## src/rtl/gpio_pkg.sv

```systemverilog
// rtl/gpio_pkg.sv - register map and interrupt mode encoding shared by the GPIO block
package gpio_pkg;

   localparam logic [2:0] ADDR_EN   = 3'd0;
   localparam logic [2:0] ADDR_OUT  = 3'd1;
   localparam logic [2:0] ADDR_IN   = 3'd2;
   localparam logic [2:0] ADDR_IE   = 3'd3;
   localparam logic [2:0] ADDR_MODE = 3'd4;
   localparam logic [2:0] ADDR_PEND = 3'd5;
   localparam logic [2:0] ADDR_DEB  = 3'd6;

   typedef enum logic [1:0] {
      IRQ_RISE = 2'b00,
      IRQ_FALL = 2'b01,
      IRQ_BOTH = 2'b10,
      IRQ_HIGH = 2'b11
   } irq_mode_e;

   function automatic logic mode_event(input irq_mode_e mode, input logic lvl,
                                       input logic rise, input logic fall);
      logic ev;
      case (mode)
         IRQ_RISE: ev = rise;
         IRQ_FALL: ev = fall;
         IRQ_BOTH: ev = rise | fall;
         IRQ_HIGH: ev = lvl;
         default:  ev = 1'b0;
      endcase
      return ev;
   endfunction

endpackage

```

## src/rtl/gpio_in_filter.sv

```systemverilog
// rtl/gpio_in_filter.sv - one pin: synchroniser, debounce filter and edge detector
module gpio_in_filter
   import gpio_pkg::*;
#(
   parameter int SYNC_STAGES = 2,
   parameter int DEB_W       = 8
) (
   input  logic             clk,
   input  logic             rst_ni,
   input  logic             pad_i,
   input  logic [DEB_W-1:0] deb_i,
   output logic             level_o,
   output logic             rise_o,
   output logic             fall_o
);

   logic [SYNC_STAGES-1:0] sync_q;
   logic                   synced;
   logic                   filt_q, filt_d;
   logic                   prev_q;
   logic [DEB_W-1:0]       cnt_q, cnt_d, cnt_inc;

   assign synced = sync_q[SYNC_STAGES-1];

   // The counter counts cycles of disagreement including the current one, so the
   // filtered value follows exactly deb_i cycles after the synced value changes.
   always_comb begin
      cnt_inc = (cnt_q == {DEB_W{1'b1}}) ? cnt_q : cnt_q + DEB_W'(1);
      filt_d  = filt_q;
      cnt_d   = '0;
      if (deb_i == '0) begin
         filt_d = synced;
      end else if (synced != filt_q) begin
         if (cnt_inc == deb_i) begin
            filt_d = synced;
         end else begin
            cnt_d = cnt_inc;
         end
      end
   end

   always_ff @(posedge clk or negedge rst_ni) begin
      if (!rst_ni) begin
         sync_q <= '0;
         filt_q <= 1'b0;
         prev_q <= 1'b0;
         cnt_q  <= '0;
      end else begin
         sync_q <= {sync_q[SYNC_STAGES-2:0], pad_i};
         filt_q <= filt_d;
         prev_q <= filt_q;
         cnt_q  <= cnt_d;
      end
   end

   assign level_o = filt_q;
   assign rise_o  = filt_q & ~prev_q;
   assign fall_o  = ~filt_q & prev_q;

endmodule

```

## src/rtl/gpio_irq_ctrl.sv

```systemverilog
// rtl/gpio_irq_ctrl.sv - GPIO block: direction/output registers, filtered inputs,
// per-pin edge/level interrupts with pending, mask and aggregated maip.
module gpio_irq_ctrl
   import gpio_pkg::*;
#(
   parameter int N_GPIO      = 8,
   parameter int SYNC_STAGES = 2,
   parameter int DEB_W       = 8,
   parameter int DATA_W      = 32
) (
   input  logic              clk,
   input  logic              reset,
   input  logic [N_GPIO-1:0] gpio_in,
   output logic [N_GPIO-1:0] gpio_out,
   output logic [N_GPIO-1:0] gpio_oe,
   input  logic [2:0]        bus_addr,
   input  logic              bus_wr,
   input  logic              bus_rd,
   input  logic [DATA_W-1:0] bus_wdata,
   output logic [DATA_W-1:0] bus_rdata,
   output logic              bus_rvalid,
   output logic              maip
);

   logic [N_GPIO-1:0]   en_q, en_d;
   logic [N_GPIO-1:0]   out_q, out_d;
   logic [N_GPIO-1:0]   ie_q, ie_d;
   logic [N_GPIO-1:0]   pend_q, pend_d;
   logic [2*N_GPIO-1:0] mode_q, mode_d;
   logic [DEB_W-1:0]    deb_q, deb_d;
   logic [DATA_W-1:0]   rdata_q, rdata_d;
   logic                rvalid_q;
   logic                maip_q;
   logic [N_GPIO-1:0]   lvl, rise, fall, evt, w1c;
   logic                unused_wdata;

   assign unused_wdata = ^bus_wdata;

   for (genvar g = 0; g < N_GPIO; g++) begin : g_pin
      gpio_in_filter #(
         .SYNC_STAGES (SYNC_STAGES),
         .DEB_W       (DEB_W)
      ) u_filt (
         .clk     (clk),
         .rst_ni  (reset),
         .pad_i   (gpio_in[g]),
         .deb_i   (deb_q),
         .level_o (lvl[g]),
         .rise_o  (rise[g]),
         .fall_o  (fall[g])
      );
   end

   // Output-enabled pins never raise events; their pending bits are left alone.
   always_comb begin
      evt = '0;
      for (int i = 0; i < N_GPIO; i++) begin
         evt[i] = mode_event(irq_mode_e'(mode_q[2*i +: 2]), lvl[i], rise[i], fall[i]);
      end
      evt = evt & ~en_q;
   end

   always_comb begin
      en_d   = en_q;
      out_d  = out_q;
      ie_d   = ie_q;
      mode_d = mode_q;
      deb_d  = deb_q;
      w1c    = '0;
      if (bus_wr) begin
         case (bus_addr)
            ADDR_EN:   en_d   = bus_wdata[N_GPIO-1:0];
            ADDR_OUT:  out_d  = bus_wdata[N_GPIO-1:0];
            ADDR_IE:   ie_d   = bus_wdata[N_GPIO-1:0];
            ADDR_MODE: mode_d = bus_wdata[2*N_GPIO-1:0];
            ADDR_PEND: w1c    = bus_wdata[N_GPIO-1:0];
            ADDR_DEB:  deb_d  = bus_wdata[DEB_W-1:0];
            default:   ;
         endcase
      end
      // A new event outranks a clear of the same bit in the same cycle.
      pend_d = (pend_q & ~w1c) | evt;
   end

   always_comb begin
      rdata_d = '0;
      if (bus_rd) begin
         case (bus_addr)
            ADDR_EN:   rdata_d[N_GPIO-1:0]   = en_q;
            ADDR_OUT:  rdata_d[N_GPIO-1:0]   = out_q;
            ADDR_IN:   rdata_d[N_GPIO-1:0]   = lvl;
            ADDR_IE:   rdata_d[N_GPIO-1:0]   = ie_q;
            ADDR_MODE: rdata_d[2*N_GPIO-1:0] = mode_q;
            ADDR_PEND: rdata_d[N_GPIO-1:0]   = pend_q;
            ADDR_DEB:  rdata_d[DEB_W-1:0]    = deb_q;
            default:   rdata_d = '0;
         endcase
      end
   end

   always_ff @(posedge clk or negedge reset) begin
      if (!reset) begin
         en_q     <= '0;
         out_q    <= '0;
         ie_q     <= '0;
         pend_q   <= '0;
         mode_q   <= '0;
         deb_q    <= '0;
         rdata_q  <= '0;
         rvalid_q <= 1'b0;
         maip_q   <= 1'b0;
      end else begin
         en_q     <= en_d;
         out_q    <= out_d;
         ie_q     <= ie_d;
         pend_q   <= pend_d;
         mode_q   <= mode_d;
         deb_q    <= deb_d;
         rdata_q  <= rdata_d;
         rvalid_q <= bus_rd;
         maip_q   <= |(pend_q & ie_q);
      end
   end

   assign gpio_out   = out_q;
   assign gpio_oe    = en_q;
   assign bus_rdata  = rdata_q;
   assign bus_rvalid = rvalid_q;
   assign maip       = maip_q;

endmodule

```

## config.mk

```make
export PLATFORM = sky130hd
export DESIGN_NAME = gpio_irq_ctrl
export DESIGN_NICKNAME = d
export VERILOG_FILES = /design/src/rtl/gpio_pkg.sv /design/src/rtl/gpio_in_filter.sv /design/src/rtl/gpio_irq_ctrl.sv
export SDC_FILE = /design/constraint.sdc
export NUM_CORES = 1
export LEC_CHECK = 0
export BUFFER_PORTS_ARGS = -buffer_cell sky130_fd_sc_hd__buf_2
export CAP_MARGIN = 20
export CORE_ASPECT_RATIO = 0.9
export CORE_MARGIN = 2
export CORE_UTILIZATION = 55
export CTS_CLUSTER_DIAMETER = 60
export DETAILED_ROUTE_END_ITERATION = 8
export PLACE_DENSITY = 0.78
export SYNTH_ARGS = -nofsm -noshare
export SYNTH_HDL_FRONTEND = slang
export SYNTH_SLANG_ARGS = --single-unit
```

## constraint.sdc

```tcl
create_clock -name clk -period 2.5 [get_ports clk]
set_input_delay 0.625 -clock clk [delete_from_list [all_inputs] [get_ports clk]]
set_output_delay 0.625 -clock clk [all_outputs]
set_load 0.01 [all_outputs]
```

==> flow_summary_export.csv <==
group,metric,value,unit
cts,cts-htree-levels,4,
sta,tns,0,ps
placement,place_area,11400,sq um
power,power.density,881,nW/um^2
route,route.detailed.drc,0,
logic_synthesis,synth_fa_ha_area_share,2.90,%
floorplanning,die_area,19900,sq um
global_routing,gr-usage-all-layers,28.4,%
cts,cts_max_path_buffers,2,
sta,setup_viol,0,
logic_synthesis,synthFlopType,"dfrtp_1",
worst_setup_path,cp_top_family,"simple AND/OR/NAND/NOR gates",
floorplanning,die_w,149,microns
sta,hold_viol_final,0,
global_routing,grt_max_degree,58,
placement,gp_congestion,0.927,
floorplanning,coreArea,18400,sq um
final_layout,final-seq-area,4260,sq um
final_layout,multiInputGateArea,5790,sq um
sta,timing.hold.ws,161,ps
global_routing,grt_pass1_wl,44600,microns
cts,cts_buffers,17,
worst_setup_path,critical_path_class,"reg -> reg",
worst_setup_path,worstPathArrival,2750,ps
logic_synthesis,ys_types,87,
logic_synthesis,synthSimpleGateAreaFrac,20.8,%
route,drt_pass1_iterations,5,
logic_synthesis,synth_edf_count,0,
worst_setup_path,critPathLaunchType,"register",
sta,post-route-min-period,2450,ps
cts,clock-root-buffer,"clkbuf_16",
logic_synthesis,synth_mux_area_share,9.81,%
power,power_switching,4.08,mW
worst_setup_path,slowest_delay,580,ps
global_routing,overflow,0,
worst_setup_path,slowest_stage,"or4_4",
logic_synthesis,synth_cells,1059,
route,finalWirelength,27800,microns
cts,clk_pin_slew,70,ps
cts,cts_tree,"yes",
logic_synthesis,synth-xor-area-share,4.73,%
sta,timing.fmax,408,MHz
power,pwr-share-clk,26.9,%
sta,slew_headroom,57.0,%
cts,clock_latency,440,ps
logic_synthesis,synth_top_cell_by_area,"dfrtp_1",
power,ir_worst_vdd,0.517,mV
power,p_comb_share,36.7,%
power,power.leakage,5.30,nW
floorplanning,fp-row-count,47,
logic_synthesis,ys_warn_count,0,
logic_synthesis,ys_seq_elements,170,
job,drv_cap,0,
sta,finClkSkew,11.5,ps
logic_synthesis,synth_top_family_by_area,"simple AND/OR/NAND/NOR gates",
sta,slew_violations,0,
final_layout,fillers,1387,
power,p_sw_share,37.8,%
sta,rsz0062_at_grt,"true",
power,p_int,6.70,mW
final_layout,final_cell_mix,"dfrtp_1 (165), buf_4 (94), nor2_1 (80), nand2_1 (63), buf_2 (63)",
logic_synthesis,syn_avg_cell_area,9.78,sq um
route,drtIter0Drc,755,
cts,hold_buffers,0,
final_layout,drive_gt1_share,25.6,%
floorplanning,die_y,134,microns
global_routing,antenna_found_initial,0,
placement,post-place-cells,1401,
outcome,status,"completed",
logic_synthesis,synth_compound_area_share,15.5,%
logic_synthesis,synth.area.top_cells,"dfrtp_1 (41%), mux2_2 (6.1%), ha_1 (2.9%), nor2_1 (2.9%), mux2i_1 (2.7%)",
final_layout,syn_to_final_growth,18.3,%
floorplanning,initial_core_util,56.3,%
power,power,10.8,mW
worst_setup_path,cp_num_buf_inv,1,
route,wire_per_inst,19.3,microns
worst_setup_path,required,2800,ps
worst_setup_path,cp-end-kind,"register",
logic_synthesis,ys_seq_area_share,41.1,%
cts,cts.sinks,170,
logic_synthesis,syn_area,10400,sq um
final_layout,fin_area,12200,sq um
power,seq_power_share,36.3,%
sta,tightest_slew,645,ps
placement,place_hpwl,19100,microns
final_layout,layout.cells.most_common,"dfrtp_1",
worst_setup_path,critical_path.max_fanout,8,
logic_synthesis,synth_top_area_share,41.1,%
global_routing,grt_pass1_vias,8768,
route,postRouteAntennaNets,0,
final_layout,stdcell_count,1438,
sta,post-route-period-util,98.0,%
worst_setup_path,path_cells,"ha_4 > and4_2 > o21ai_0 > a31oi_1 > or4_4 > o311ai_4 > buf_4 > a211oi_1",
worst_hold_path,hp-class,"in -> async",
placement,io_buffer_count,64,
final_layout,antenna_cells,0,
logic_synthesis,synthArstFlopShare,100,%
floorplanning,ioPinCount,97,
route,viasPerCell,6.36,
final_layout,fin_nets,1251,
route,num_vias,9145,
## worst reg2reg max path: stages, from the launching register on
cell and delay [ps]:
dfrtp_1 420, ha_4 210, and4_2 280, o21ai_0 180
a31oi_1 110, or4_4 580, o311ai_4 310, buf_4 190
a211oi_1 50
## area by class of cell
type	instances	share of cell area, %
Multi-Input combinational cell	797	47.3
Sequential cell	170	34.8
Timing Repair Buffer	161	8.92
Clock buffer	17	3.47
Tap cell	245	2.50
Clock inverter	15	1.99
Inverter	33	1.01
## sequential cells by signal (all words and copies together), names as in the netlist
signal / cells
mode_q: 16
pend_q: 8
bus_rvalid: 1
g_pin.u_filt.cnt_q: 64
gpio_out: 8
g_pin.u_filt.prev_q: 8
bus_rdata: 16
deb_q: 8
g_pin.u_filt.sync_q: 16
gpio_oe: 8
maip: 1
g_pin.u_filt.level_o: 8
ie_q: 8
## timing repair
item	4_1_cts	5_1_grt
pin swaps	1	10
buffers inserted	2	3
resized for setup	4	33
setup endpoints to repair	11	39
## Yosys cell counts, types with 8 or more instances
master,number
dfrtp_1,170
nor2_1,80
nand2_1,63
mux2_2,56
a21oi_1,50
o21ai_0,42
nor3_1,40
inv_1,33
nand3_1,31
clkbuf_1,29
a31oi_1,28
mux2i_1,28
nand4_1,25
ha_1,24
xnor2_1,24
nor2b_1,22
and3_1,20
buf_2,20
xor2_1,19
buf_4,16
a211oi_1,15
and4_1,15
o22ai_1,13
and2_1,12
nor4_1,11
nand2b_1,10
nor3b_1,10
or4_1,8
## worst paths after layout
path                                           startpoint                         to  slack, ps  cells after the start
worst min register to register  g_pin[4].u_filt.sync_q[0]  g_pin[4].u_filt.sync_q[1]        350                      0
worst max register to register   g_pin[1].u_filt.cnt_q[1]   g_pin[1].u_filt.cnt_q[4]         50                      8
max in group asynchronous                           reset    g_pin[5].u_filt.level_o       1580                      2
worst min-delay path                                reset   g_pin[7].u_filt.cnt_q[1]        160                      1
min in group clk                               gpio_in[5]  g_pin[5].u_filt.sync_q[0]        290                      1
worst max-delay path             g_pin[1].u_filt.cnt_q[1]   g_pin[1].u_filt.cnt_q[4]         50                      8
## cell families after synthesis
kind of cell | after synthesis
simple gates | 389
compound gates | 230
flops | 170
buf+inv | 107
mux | 90
xor+xnor | 48
fa+ha+maj | 24
other cells | 1
## layer usage
metal	vias to the layer above	GRT usage, %	part of all wire [%]
met1	4501	39.9	44
met5	-	0	0
li1	4157	-	-
met3	56	5.61	6.9
met4	0	9.42	2.3
met2	431	44.4	47
## metrics by stage
stage	worst slack (ps)	util [%]
after CTS	5.19	65.6
after detailed placement	-34.2	61.8
final	50.2	66.5
after global placement	21.1	61.8
after global routing	-36.4	66.5
after floorplan	10.1	-
## power by group through the flow
stage,sequential (mW),clock [mW],combinational [mW]
6_report,3.92,2.91,3.96
5_1_grt,3.99,3.06,4.32
4_1_cts,3.87,2.95,3.81
3_5_place_dp,3.92,0,3.69
3_3_place_gp,3.89,0,3.57
2_1_floorplan,3.79,0,2.43
Note: power is estimated with default switching activity, not from simulation.
